<file path="config.mk">
export PLATFORM = sky130hd
export DESIGN_NAME = branch_resolve_queue
export DESIGN_NICKNAME = d
export VERILOG_FILES = /design/src/rtl/branch_resolve_queue.sv
export SDC_FILE = /design/constraint.sdc
export NUM_CORES = 1
export LEC_CHECK = 0
export BUFFER_PORTS_ARGS = -buffer_cell sky130_fd_sc_hd__buf_2
export CAP_MARGIN = 10
export CORE_UTILIZATION = 57
export CTS_BUF_LIST = sky130_fd_sc_hd__clkbuf_16
export CTS_CLUSTER_DIAMETER = 150
export DETAILED_ROUTE_END_ITERATION = 7
export GPL_TIMING_DRIVEN = 0
export PLACE_DENSITY_LB_ADDON = 0.12
export SYNTH_ARGS = -nofsm -noshare
export SYNTH_HDL_FRONTEND = slang
export SYNTH_SLANG_ARGS = --single-unit
</file>
<file path="constraint.sdc">
create_clock -name clk -period 2.8 [get_ports clk]
set_clock_uncertainty 0.05 [all_clocks]
set_input_delay 0.56 -clock clk [delete_from_list [all_inputs] [get_ports clk]]
set_output_delay 0.56 -clock clk [all_outputs]
set_load 0.03 [all_outputs]
</file>
<file path="src/rtl/branch_resolve_queue.sv">
// rtl/branch_resolve_queue.sv - in-order branch prediction queue with resolve, update and mispredict flush
module branch_resolve_queue #(
  parameter int DEPTH          = 4,
  parameter int PC_WIDTH       = 10,
  parameter int RECOVER_CYCLES = 2
) (
  input  logic                       clk,
  input  logic                       rst,
  input  logic                       pred_valid,
  output logic                       pred_ready,
  input  logic [PC_WIDTH-1:0]        pred_pc,
  input  logic                       pred_taken,
  input  logic [PC_WIDTH-1:0]        pred_target,
  input  logic                       res_valid,
  input  logic                       res_taken,
  input  logic [PC_WIDTH-1:0]        res_target,
  output logic                       upd_we,
  output logic [PC_WIDTH-1:0]        upd_pc,
  output logic                       upd_taken,
  output logic                       mispredict,
  output logic [PC_WIDTH-1:0]        redirect_pc,
  output logic                       res_err,
  output logic [$clog2(DEPTH):0]     count
);

  localparam int AW = $clog2(DEPTH);
  localparam int CW = AW + 1;
  localparam int RW = $clog2(RECOVER_CYCLES + 1);
  localparam logic [CW-1:0] FULL = CW'(DEPTH);

  typedef enum logic {RUN, RECOVER} state_t;

  state_t          state, state_nx;
  logic [RW-1:0]   rec_cnt, rec_cnt_nx;
  logic [AW-1:0]   head, tail;

  logic [PC_WIDTH-1:0] mem_pc     [DEPTH];
  logic                mem_taken  [DEPTH];
  logic [PC_WIDTH-1:0] mem_target [DEPTH];

  logic                do_enq, do_res, mis, flush;
  logic [PC_WIDTH-1:0] head_pc, head_target;
  logic                head_taken;

  assign pred_ready  = (state == RUN) && (count < FULL);
  assign do_enq      = pred_valid && pred_ready;
  assign do_res      = res_valid && (count != '0) && (state == RUN);
  assign head_pc     = mem_pc[head];
  assign head_taken  = mem_taken[head];
  assign head_target = mem_target[head];
  // Target only matters when the branch really was taken.
  assign mis   = (res_taken != head_taken) || (res_taken && (res_target != head_target));
  assign flush = do_res && mis;

  always_ff @(posedge clk or posedge rst) begin
    if (rst) begin
      state   <= RUN;
      rec_cnt <= '0;
    end else begin
      state   <= state_nx;
      rec_cnt <= rec_cnt_nx;
    end
  end

  // Recovery window holds pred_ready low for exactly RECOVER_CYCLES cycles.
  always_comb begin
    state_nx   = state;
    rec_cnt_nx = rec_cnt;
    case (state)
      RUN: begin
        if (flush) begin
          state_nx   = RECOVER;
          rec_cnt_nx = RW'(RECOVER_CYCLES);
        end
      end
      RECOVER: begin
        if (rec_cnt == RW'(1)) state_nx = RUN;
        else rec_cnt_nx = rec_cnt - RW'(1);
      end
      default: state_nx = RUN;
    endcase
  end

  always_ff @(posedge clk) begin
    if (do_enq) begin
      mem_pc[tail]     <= pred_pc;
      mem_taken[tail]  <= pred_taken;
      mem_target[tail] <= pred_target;
    end
  end

  always_ff @(posedge clk or posedge rst) begin
    if (rst) begin
      head        <= '0;
      tail        <= '0;
      count       <= '0;
      upd_we      <= 1'b0;
      upd_pc      <= '0;
      upd_taken   <= 1'b0;
      mispredict  <= 1'b0;
      redirect_pc <= '0;
      res_err     <= 1'b0;
    end else begin
      upd_we     <= do_res;
      mispredict <= flush;
      res_err    <= res_valid && (count == '0) && (state == RUN);
      if (do_res) begin
        upd_pc    <= head_pc;
        upd_taken <= res_taken;
      end
      if (flush) begin
        redirect_pc <= res_taken ? res_target : head_pc + PC_WIDTH'(1);
        // Flush wins over a same-cycle enqueue: tail stays put.
        head  <= tail;
        count <= '0;
      end else begin
        if (do_enq) tail <= tail + AW'(1);
        if (do_res) head <= head + AW'(1);
        case ({do_enq, do_res})
          2'b10:   count <= count + CW'(1);
          2'b01:   count <= count - CW'(1);
          default: count <= count;
        endcase
      end
    end
  end

endmodule

</file>
# Word-level counts from Yosys, hierarchy flattened
# Memory sizes are Yosys's and may differ from the RTL's.
# Index checks and enable logic that the tools add are counted.
[totals]
in_bits = 36
word_cells = 58
mem_bits_rw = 84
mem_count = 3
reg_bits = 34
[mem_list]
columns = ["memory", "depth", "width", "rd", "rd_ports_with_merged_regs", "write_ports", "line", "text"]
rows = [
  ["mem_pc", 4, 10, 1, 0, 1, "37", "logic [PC_WIDTH-1:0] mem_pc [DEPTH];"],
  ["mem_target", 4, 10, 1, 0, 1, "39", "logic [PC_WIDTH-1:0] mem_target [DEPTH];"],
  ["mem_taken", 4, 1, 1, 0, 1, "38", "logic mem_taken [DEPTH];"],
]
[op_classes]
reduce_logical = 15
order_cmp = 1
n_bitwise = 2
eq_ne = 7
mux = 13
addsub = 6
[op_table]
columns = ["op", "count"]
rows = [
  ["10-bit by 1-bit adder with 10-bit output (second input constant)", 1],
  ["10-bit 2-to-1 mux", 1],
  ["10-bit inequality test", 1],
  ["1-bit logical AND", 8],
  ["2-bit 2-to-1 mux", 4],
  ["3-bit one-hot mux with 2 select lines", 1],
  ["3-bit nonzero test", 2],
  ["2-bit by 1-bit adder with 2-bit output (second input constant)", 2],
  ["2-bit by 1-bit == test with 1-bit output (second input constant)", 2],
  ["1-bit 2-to-1 mux", 4],
  ["2-bit inequality test (second input constant)", 2],
  ["2-bit one-hot mux with 2 select lines", 1],
  ["2-bit AND reduction", 2],
  ["3-bit by 1-bit adder with 3-bit output (second input constant)", 1],
  ["3-bit zero test", 1],
  ["3-bit less-than comparator (second input constant)", 1],
  ["3-bit 2-to-1 mux", 1],
  ["3-bit by 1-bit subtractor with 3-bit output (second input constant)", 1],
  ["2-bit == test (second input constant)", 1],
  ["1-bit NOT", 2],
  ["1-bit one-hot mux with 2 select lines", 1],
  ["2-bit nonzero test", 1],
  ["2-bit by 1-bit subtractor with 2-bit output (second input constant)", 1],
  ["1-bit logical OR", 1],
  ["1-bit inequality test", 1],
]

# Longest topological paths before layout
# Gate-level depths: netlist (run 1).
# An unclocked memory read counts as a cell.
[depth]
word_depth = 7
mapped_depth = 11
depth_no_buf = 8

# Worst setup path after synthesis (run 1)
# No wires, ideal clock.
[synth_path]
kind = "register to register"
startpoint = "register count[0]"
endpoint = "register count[1]"
slack_ns = 0.098
n_path_buf = 3
synth_period_minus_slack_ns = 2.702
arrival_ns = 2.526
required_ns = 2.624
setup_ns = 0.126
path_stages_with_launch = 11
path_cell_list = "dfrtp_1 nor3_1 or2_2 clkbuf_1 clkbuf_1 clkbuf_1 nor2_1 fa_1 and3_1 a31oi_1 nand3_1"
[synth_via]
elab_chain_len = 6
[synth_lines]
columns = ["item", "line", "text"]
rows = [
  ["start, declared", "23", "output logic [$clog2(DEPTH):0] count"],
  ["start signal, assigned", "120", "2'b10: count <= count + CW'(1);"],
  ["start signal, assigned", "121", "2'b01: count <= count - CW'(1);"],
  ["start signal, assigned", "122", "default: count <= count;"],
  ["3-bit less-than comparator / 3-bit nonzero test (equally long branches)", "45, 47", ""],
  ["1-bit logical AND (on tied branches)", "45, 47", ""],
  ["1-bit logical AND (on tied branches)", "46, 47", ""],
  ["2-bit by 1-bit == test with 1-bit output / 2-bit == test (equally long branches)", "119", "case ({do_enq, do_res})"],
  ["3-bit one-hot mux with 2 select lines", "119", ""],
  ["3-bit 2-to-1 mux", "111", "if (flush) begin"],
]
# Several ways; a longest one is shown, not always the timed one.
# A chain may end at the register's enable or synchronous reset.

# Worst setup path after layout (run 1)
[layout_path]
startpoint = "register head[0]"
endpoint = "register redirect_pc[8]"
[layout_rtl]
columns = ["item", "line", "text"]
rows = [
  ["start, declared", "35", "logic [AW-1:0] head, tail;"],
  ["start signal, assigned", "114", "head <= tail;"],
  ["start signal, assigned", "118", "if (do_res) head <= head + AW'(1);"],
  ["memory 4 x 10 bit", "n/a", ""],
  ["named net head_pc[0]", "42", "logic [PC_WIDTH-1:0] head_pc, head_target;"],
  ["10-bit by 1-bit adder with 10-bit output", "112", "redirect_pc <= res_taken ? res_target : head_pc + PC_WIDTH'(1);"],
  ["10-bit 2-to-1 mux", "112", ""],
  ["end signal, assigned", "112", ""],
  ["end, declared", "21", "output logic [PC_WIDTH-1:0] redirect_pc,"],
]
# The timed path passes the listed nets, and every way through them passes these cells.

==> results.json, run 1 <==
{
  "status": "completed",
  "fmax_mhz": 370.6,
  "numCtsBuffers": 17,
  "stdcell_area_sq_um": 5986,
  "crit_start": "head[0]$_DFFE_PP0P_",
  "hold_violations": 0,
  "dp_slack_ns": -0.2555,
  "worstSetupStartpointType": "flop",
  "yosys.area.top_type": "edfxtp_1",
  "p_leak_nw": 2.395,
  "grt_pass1_vias": 2951,
  "worstReg2RegStart": "head[0]$_DFFE_PP0P_",
  "finalCritPeriodShare": 0.9636,
  "avgSynthCellArea_sq_um": 16.26,
  "hold_path.class": "in -> async",
  "fin_ws_ns": 0.1018,
  "required_ns": 3.03,
  "clkLatencyLatePin_ns": 0.40,
  "synth_edf_count": 84,
  "gp_congestion": 0.7384,
  "cts_sinks": 118,
  "grt_max_degree": 25,
  "drt_iter0_drc": 166,
  "final-setup-viol-count": 0,
  "rsz0062_at_grt": "false",
  "totalWireLength_microns": 9663,
  "initial_utilization": 0.5957,
  "end_kind": "flop",
  "synthTopCellsByArea": "edfxtp_1 51%, dfrtp_1 17%, mux4_2 8.7%",
  "htree_levels": 4,
  "io_pins": 64,
  "synth-main-ff-cell": "edfxtp_1",
  "drcViolationCount": 0,
  "die_h_microns": 95.13,
  "crit_path_max_fanout": 10,
  "min_period_ns": 2.698,
  "powerDensity_nw_per_um2": 1144,
  "cts_max_path_buffers": 2,
  "cts_root_buf": "clkbuf_16",
  "routed_via_density": 5.641,
  "crit_type": "reg -> reg",
  "io_buffer_count": 63,
  "grt_overflow": 0,
  "cts_tree": "yes",
  "nNetsFinal": 429,
  "netlist_instances": 304,
  "dp_hpwl_microns": 6509,
  "yosys_warnings": 0,
  "vias": 2843,
  "slew_violations": 0,
  "dpl_cell_area_sq_um": 5418,
  "routedWlPerCell_microns": 19.17,
  "maxSlewHeadroom": 0.1895,
  "grt_pass1_wl_microns": 15080,
  "drtPass1Iterations": 4,
  "cp.arrival_ns": 2.93,
  "synth-seq-cells": 118,
  "ir_drop_v": 0.0008065,
  "n_antenna_cell": 0,
  "die-area_sq_um": 9049,
  "areaGrowthSynthToFinish_pct": 21.08,
  "synth-async-reset-ratio": 0.2881,
  "seq_area_frac_synth": 0.6824,
  "synth_fp_nets": 347,
  "yosysTopAreaCellShare": 0.5103,
  "dp_cells": 473,
  "grt_antenna_before_repair": 0,
  "finalPower_mw": 6.850,
  "fin_cells": 504,
  "synth.distinct_cells": 42,
  "die_w_microns": 95.13,
  "tightest_slew_ns": 1.216,
  "syn_area_sq_um": 4943,
  "drtAntennaViolNets": 0,
  "rows": 33,
  "drive_above_1_share": 0.3509,
  "hold_buffers": 0,
  "coreArea_sq_um": 8299,
  "r2r_setup_slack_ns": 0.10,
  "maxCapViolCount": 0,
  "post_cts_buffers": 0,
  "grt_usage": 0.2411,
  "cts.clk_slew.worst_paths_ns": 0.06
}
==> cells by family after synthesis <==
group / share of synthesized area
AOI/OAI and AO/OA: 0.02658
xor gates and xnor gates: 0.03543
adders and majority gates: 0.01924
buffers and inverters: 0.02683
DFF: 0.6824
muxes: 0.1339
and+or+nand+nor: 0.07568
==> worst paths after layout <==
check                      cells past startpoint                         end
setup / recovery                              10  redirect_pc[8]$_DFFE_PP0P_
hold / removal                                 2  redirect_pc[5]$_DFFE_PP0P_
setup reg to reg                              10  redirect_pc[8]$_DFFE_PP0P_
hold reg to reg                                2       upd_pc[1]$_DFFE_PP0P_
max in group asynchronous                      3       upd_pc[0]$_DFFE_PP0P_
min in group clk                               1  mem_target[2][2]$_DFFE_PP_
==> critical path, stage by stage (launching register included) <==
cell and delay [ns]:
dfrtp_1 0.34, buf_6 0.15, buf_12 0.16, buf_8 0.17, mux4_2 0.58, ha_1 0.26
and2_1 0.18, nand3_1 0.10, xnor2_1 0.16, o21ai_0 0.13, mux2_2 0.29
==> flip-flops by register name, summed over array words and instances (netlist names) <==
signal       count
rec_cnt          2
upd_pc          10
count            3
upd_we           1
mem_pc          40
tail             2
mem_taken        4
mispredict       1
state            1
head             2
upd_taken        1
redirect_pc     10
res_err          1
mem_target      40
==> through the flow <==
stage | utilization | TNS (ns) | hold WS [ns]
floorplan | - | 0 | 0.4073
global placement | 0.6495 | -0.4113 | 0.4072
detailed placement | 0.6528 | -0.4455 | 0.4181
CTS | 0.7190 | 0 | 0.1323
global route | 0.7212 | 0 | 0.1597
finish | 0.7212 | 0 | 0.1313
==> routing by layer <==
layer | up-vias | wire length, microns | GRT usage
met5 | - | 0 | 0
met4 | 0 | 101 | 0.1263
met3 | 8 | 584 | 0.06140
met2 | 95 | 4882 | 0.3756
met1 | 1433 | 4095 | 0.3145
li1 | 1307 | - | -
==> where the power goes <==
part	internal (mW)	total, mW	switching (mW)
combinational	0.973	2.39	1.42
clock	1.15	1.96	0.809
sequential	2.30	2.50	0.202
total	4.42	6.85	2.43
==> cells in the mapped netlist, types with 2 or more instances <==
cell type	instances
edfxtp_1	84
nand2_1	46
dfrtp_1	34
mux4_2	19
o21ai_0	14
xor2_1	13
inv_1	9
and3_1	7
mux2_4	7
xnor2_1	7
ha_1	6
clkbuf_1	5
mux2_2	5
nand3_1	5
nor2_1	5
a21oi_1	3
buf_6	3
nand4_1	3
buf_8	2
mux2i_1	2
mux4_1	2
nor3_1	2
nor4_1	2
==> final cells by class <==
cell class	count	area, sq um
tap	105	131.4
clock inverter	15	121.4
buffer	12	108.9
sequential	118	3373
clock buffer	17	425.4
fill	534	2313
timing repair buffer	64	342.8
multi-input combinational	164	1449
inverter	9	33.78
==> cells in the final DEF (no fill, tap or decap), drive strengths merged, types with 12 or more instances in the layout <==
master,netlist,layout
buf,8,71
clkbuf,5,22
dfrtp,34,34
edfxtp,84,84
inv,9,16
mux2,12,12
mux4,21,21
nand2,46,46
o21ai,15,15
xor2,13,13
==> timing repair <==
| item | 4_1_cts | 5_1_grt |
|---|---|---|
| endpoints found under the setup margin | 2 | 11 |
| hold endpoints to repair | 0 | 0 |
| gates cloned | 0 | 0 |
| resized for setup | 2 | 5 |
Note: power is estimated with default switching activity, not from simulation.
==> run 2: changes to the inputs <==
- SETUP_SLACK_MARGIN: unset -> 0.4
==> results.json, run 2 (same netlist as run 1, synthesis figures left out) <==
{
  "dp_slack_ns": 0.04458,
  "crit_slowest_cell": "mux4_1",
  "drt_iter0_drc": 121,
  "grt_pass1_wl_microns": 15950,
  "cpMostUsedCell": "buf_6",
  "maxCapViolCount": 0,
  "nNetsFinal": 446,
  "fillCellCount": 506,
  "initial_utilization": 0.5957,
  "fmax_mhz": 372.5,
  "numCtsBuffers": 17,
  "dp_hpwl_microns": 6324,
  "cts_sinks": 118,
  "cp.arrival_ns": 2.91,
  "final_cell_mix": "84 x edfxtp_1, 63 x buf_2, 46 x nand2_1",
  "crit_chain": "buf_6 > mux4_1 > xor2_1 > nor4_4 > a31o_1 > buf_6 > nor2_4 > buf_12 > mux2_4",
  "min_period_ns": 2.684,
  "powerDensity_nw_per_um2": 1174,
  "fin_cells": 521,
  "n_antenna_cell": 0,
  "grt_usage": 0.2540,
  "rows": 33,
  "maxSlewHeadroom": 0.1821,
  "grt_overflow": 0,
  "clkLatencyLatePin_ns": 0.40,
  "rsz0062_at_grt": "true",
  "fin_ws_ns": 0.1156,
  "cts_root_buf": "clkbuf_16",
  "drtAntennaViolNets": 0,
  "crit_path_max_fanout": 10,
  "routed_via_density": 5.693,
  "r2r_end": "redirect_pc[1]$_DFFE_PP0P_",
  "coreArea_sq_um": 8299,
  "totalWireLength_microns": 10810,
  "required_ns": 3.03,
  "end_kind": "flop",
  "multi_input_area_sq_um": 1544,
  "cts.clk_slew.worst_paths_ns": 0.06,
  "tns_ns": 0,
  "critPathMaxStageDelay_ns": 0.57,
  "drive_above_1_share": 0.4135,
  "io_pins": 64,
  "p_leak_nw": 2.533,
  "areaGrowthSynthToFinish_pct": 27.69,
  "drtPass1Iterations": 4,
  "final_common_cell": "edfxtp_1",
  "worstReg2RegStart": "head[0]$_DFFE_PP0P_",
  "slew_violations": 0,
  "stdcell_area_sq_um": 6312,
  "final-setup-viol-count": 0,
  "cts_max_path_buffers": 2,
  "ir_drop_v": 0.0006352,
  "holdWs_ns": 0.2264,
  "die_w_microns": 95.13,
  "gp_congestion": 0.7536,
  "finalCritPeriodShare": 0.9587,
  "grt_antenna_before_repair": 0,
  "routedWlPerCell_microns": 20.74,
  "reg_top3": "mem_pc: 40 flops, mem_target: 40 flops",
  "hold_path.class": "in -> async",
  "hold_buffers": 0,
  "hold_violations": 0,
  "r2r_setup_slack_ns": 0.12,
  "grt_pass1_vias": 2990,
  "crit_type": "reg -> reg",
  "tightest_slew_ns": 1.227,
  "vias": 2966,
  "reg2regPathDepth": 9,
  "drcViolationCount": 0,
  "grt_max_degree": 22,
  "dpl_cell_area_sq_um": 5454,
  "worstSetupStartpointType": "flop",
  "status": "completed",
  "cts_tree": "yes",
  "die_h_microns": 95.13,
  "io_buffer_count": 63,
  "seq_area_sq_um": 3378,
  "dp_cells": 473,
  "htree_levels": 4,
  "die-area_sq_um": 9049
}
run 2: how the worst max path moves through the flow:
stage / from / endpoint / slack (ns)
after floorplan: head[0]$_DFFE_PP0P_ / redirect_pc[0]$_DFFE_PP0P_ / 0.40
after global placement: head[0]$_DFFE_PP0P_ / redirect_pc[9]$_DFFE_PP0P_ / 0.06
after detailed placement: head[0]$_DFFE_PP0P_ / redirect_pc[1]$_DFFE_PP0P_ / 0.04
after CTS: head[0]$_DFFE_PP0P_ / redirect_pc[9]$_DFFE_PP0P_ / 0.15
after global routing: head[0]$_DFFE_PP0P_ / tail[1]$_DFFE_PP0P_ / 0.07
final: head[0]$_DFFE_PP0P_ / redirect_pc[1]$_DFFE_PP0P_ / 0.12
run 2: metal layers:
| layer | vias to the layer above | track usage | routed length (microns) |
|---|---|---|---|
| li1 | 1337 | - | - |
| met1 | 1525 | 0.3389 | 4663 |
| met2 | 91 | 0.4220 | 5635 |
| met3 | 13 | 0.05104 | 393 |
| met4 | 0 | 0.08081 | 112 |
| met5 | - | 0 | 0 |
run 2: worst max-delay path, delay by kind of cell, from the launching register on:
| family | cells | cell delay, ns |
|---|---|---|
| AND/OR/NAND/NOR | 2 | 0.39 |
| multiplexers | 2 | 0.86 |
| XOR/XNOR | 1 | 0.20 |
| flip-flops | 1 | 0.34 |
| buffers and inverters | 3 | 0.45 |
| AO/OA/AOI/OAI | 1 | 0.25 |
run 2: cell type report:
class,instances,share of cell area
well taps,105,0.02081
clock inverters,15,0.02200
clock buffers,17,0.06739
inverters,9,0.005352
repair buffers,80,0.08087
multi-input cells,164,0.2446
flip-flops and latches,118,0.5352
plain buffers,13,0.02379
run 2: metrics by stage:
step,power [mW],util
floorplan,4.269,-
global placement,4.865,0.6539
detailed placement,4.921,0.6572
CTS,7.283,0.7518
global route,7.712,0.7606
finish,7.408,0.7606
run 2: where the power goes:
part | total, mW | switching, mW | internal, mW
logic | 2.83 | 1.59 | 1.24
clock network | 2.05 | 0.761 | 1.29
registers | 2.52 | 0.222 | 2.30
total | 7.41 | 2.57 | 4.84
run 2: repair_timing:
action                     CTS  global route
setup buffers               12             3
pin swaps                    4             2
gates cloned                 1             0
setup endpoints to repair   21            21
gates resized for setup     22            11
==> run 3: changes to the inputs <==
- BUFFER_PORTS_ARGS: -buffer_cell sky130_fd_sc_hd__buf_2 -> -buffer_cell sky130_fd_sc_hd__buf_4
==> results.json, run 3 (same netlist as run 1, synthesis figures left out) <==
{
  "status": "completed",
  "areaGrowthSynthToFinish_pct": 31.44,
  "p_leak_nw": 2.596,
  "fin_ws_ns": 0.1889,
  "grt_usage": 0.2486,
  "crit_path_max_fanout": 7,
  "stdcell_area_sq_um": 6497,
  "dp_hpwl_microns": 6312,
  "worstReg2RegStart": "head[0]$_DFFE_PP0P_",
  "cts_root_buf": "clkbuf_16",
  "io_pins": 64,
  "cts.clk_slew.worst_paths_ns": 0.06,
  "drt_iter0_drc": 168,
  "fin_cells": 522,
  "initial_utilization": 0.5957,
  "drcViolationCount": 0,
  "gp_congestion": 0.7655,
  "end_kind": "flop",
  "grt.busiest_layer": "met2",
  "grt.met3_usage": 0.06619,
  "dp_slack_ns": 0.05682,
  "hold_buffers": 0,
  "grt_pass1_vias": 3130,
  "numCtsBuffers": 17,
  "finalCritPeriodShare": 0.9325,
  "routed_via_density": 5.682,
  "required_ns": 3.03,
  "r2r_setup_slack_ns": 0.19,
  "worstSetupStartpointType": "flop",
  "die-area_sq_um": 9049,
  "cts_tree": "yes",
  "die_w_microns": 95.13,
  "grt_antenna_before_repair": 0,
  "final-setup-viol-count": 0,
  "dp_cells": 473,
  "crit_type": "reg -> reg",
  "reg2regPathDepth": 12,
  "clkLatencyLatePin_ns": 0.41,
  "maxSlewHeadroom": 0.1862,
  "min_period_ns": 2.611,
  "routedWlPerCell_microns": 19.15,
  "rows": 33,
  "coreArea_sq_um": 8299,
  "drive_above_1_share": 0.4149,
  "cts_sinks": 118,
  "io_buffer_count": 63,
  "fillCellCount": 472,
  "gr-usage-met2": 0.3994,
  "fmax_mhz": 383.0,
  "tightest_slew_ns": 1.221,
  "grt_pass1_wl_microns": 15930,
  "drtAntennaViolNets": 0,
  "rsz0062_at_grt": "true",
  "grt_max_degree": 23,
  "final_cell_mix": "84 x edfxtp_1, 76 x buf_4, 45 x nand2_1",
  "cp.arrival_ns": 2.84,
  "drtPass1Iterations": 5,
  "cts_max_path_buffers": 2,
  "nNetsFinal": 447,
  "grt_overflow": 0,
  "r2r_end": "redirect_pc[0]$_DFFE_PP0P_",
  "reg_top3": "mem_pc: 40 flops, mem_target: 40 flops",
  "tns_ns": 0,
  "powerDensity_nw_per_um2": 1181,
  "final_common_cell": "edfxtp_1",
  "totalWireLength_microns": 9997,
  "dpl_cell_area_sq_um": 5612,
  "n_antenna_cell": 0,
  "htree_levels": 4,
  "hold_path.class": "in -> async",
  "hold_violations": 0,
  "met1_usage": 0.3320,
  "maxCapViolCount": 0,
  "slew_violations": 0,
  "vias": 2966,
  "die_h_microns": 95.13,
  "postLayoutCoreUtil": 0.7829,
  "ir_drop_v": 0.0008104
}
==> run 3: timing repair <==
| action | in CTS | in global routing |
|---|---|---|
| resized for setup | 23 | 8 |
| endpoints found under the setup margin | 19 | 19 |
| buffers inserted | 14 | 2 |
| gates cloned | 1 | 0 |
| pin swaps | 3 | 0 |
==> run 3: worst max-delay path by stage <==
stage / endpoint / slack, ns / from / cells after the start
5_1_grt: redirect_pc[2]$_DFFE_PP0P_ / 0.09 / head[0]$_DFFE_PP0P_ / 12
3_5_place_dp: redirect_pc[2]$_DFFE_PP0P_ / 0.06 / head[0]$_DFFE_PP0P_ / 10
3_3_place_gp: redirect_pc[1]$_DFFE_PP0P_ / 0.06 / head[0]$_DFFE_PP0P_ / 10
4_1_cts: redirect_pc[1]$_DFFE_PP0P_ / 0.18 / head[0]$_DFFE_PP0P_ / 12
6_report: redirect_pc[0]$_DFFE_PP0P_ / 0.19 / head[0]$_DFFE_PP0P_ / 12
2_1_floorplan: redirect_pc[0]$_DFFE_PP0P_ / 0.40 / head[0]$_DFFE_PP0P_ / 10
==> run 3: where the power goes <==
group          total [mW]  switching (mW)  internal, mW
clock                2.28           0.784          1.49
combinational        2.88            1.53          1.35
sequential           2.52           0.215          2.30
total                7.67            2.53          5.14
==> run 3: critical path, cell delays in order (launching register included) <==
cell and delay (ns):
dfrtp_1 0.34, buf_6 0.13, buf_12 0.13, buf_8 0.12, buf_6 0.09, mux4_2 0.51
nand2_2 0.09, nor4_2 0.04, a31o_1 0.19, buf_6 0.14, nor2_4 0.18, buf_8 0.17
mux2_4 0.30
==> run 3: cell type report <==
type                       instances  area, sq um  share of cell area
multi-input combinational        164         1510              0.2324
timing repair buffer              81        676.9              0.1042
tap                              105        131.4             0.02022
sequential                       118         3377              0.5197
clock inverter                    15        203.9             0.03139
inverter                           9        33.78            0.005199
clock buffer                      17        425.4             0.06547
buffer                            13        138.9             0.02137
==> run 3: per-stage QoR <==
step | hold WS [ns] | power, mW
2_1_floorplan | 0.4073 | 4.269
3_3_place_gp | 0.4161 | 4.992
3_5_place_dp | 0.4176 | 5.055
4_1_cts | 0.1778 | 7.640
5_1_grt | 0.2000 | 8.023
6_report | 0.1630 | 7.670
==> run 3: per-layer routing <==
layer | up-vias | part of all wire
li1 | 1342 | -
met1 | 1521 | 0.45
met2 | 89 | 0.50
met3 | 14 | 0.044
met4 | 0 | 0.012
met5 | - | 0
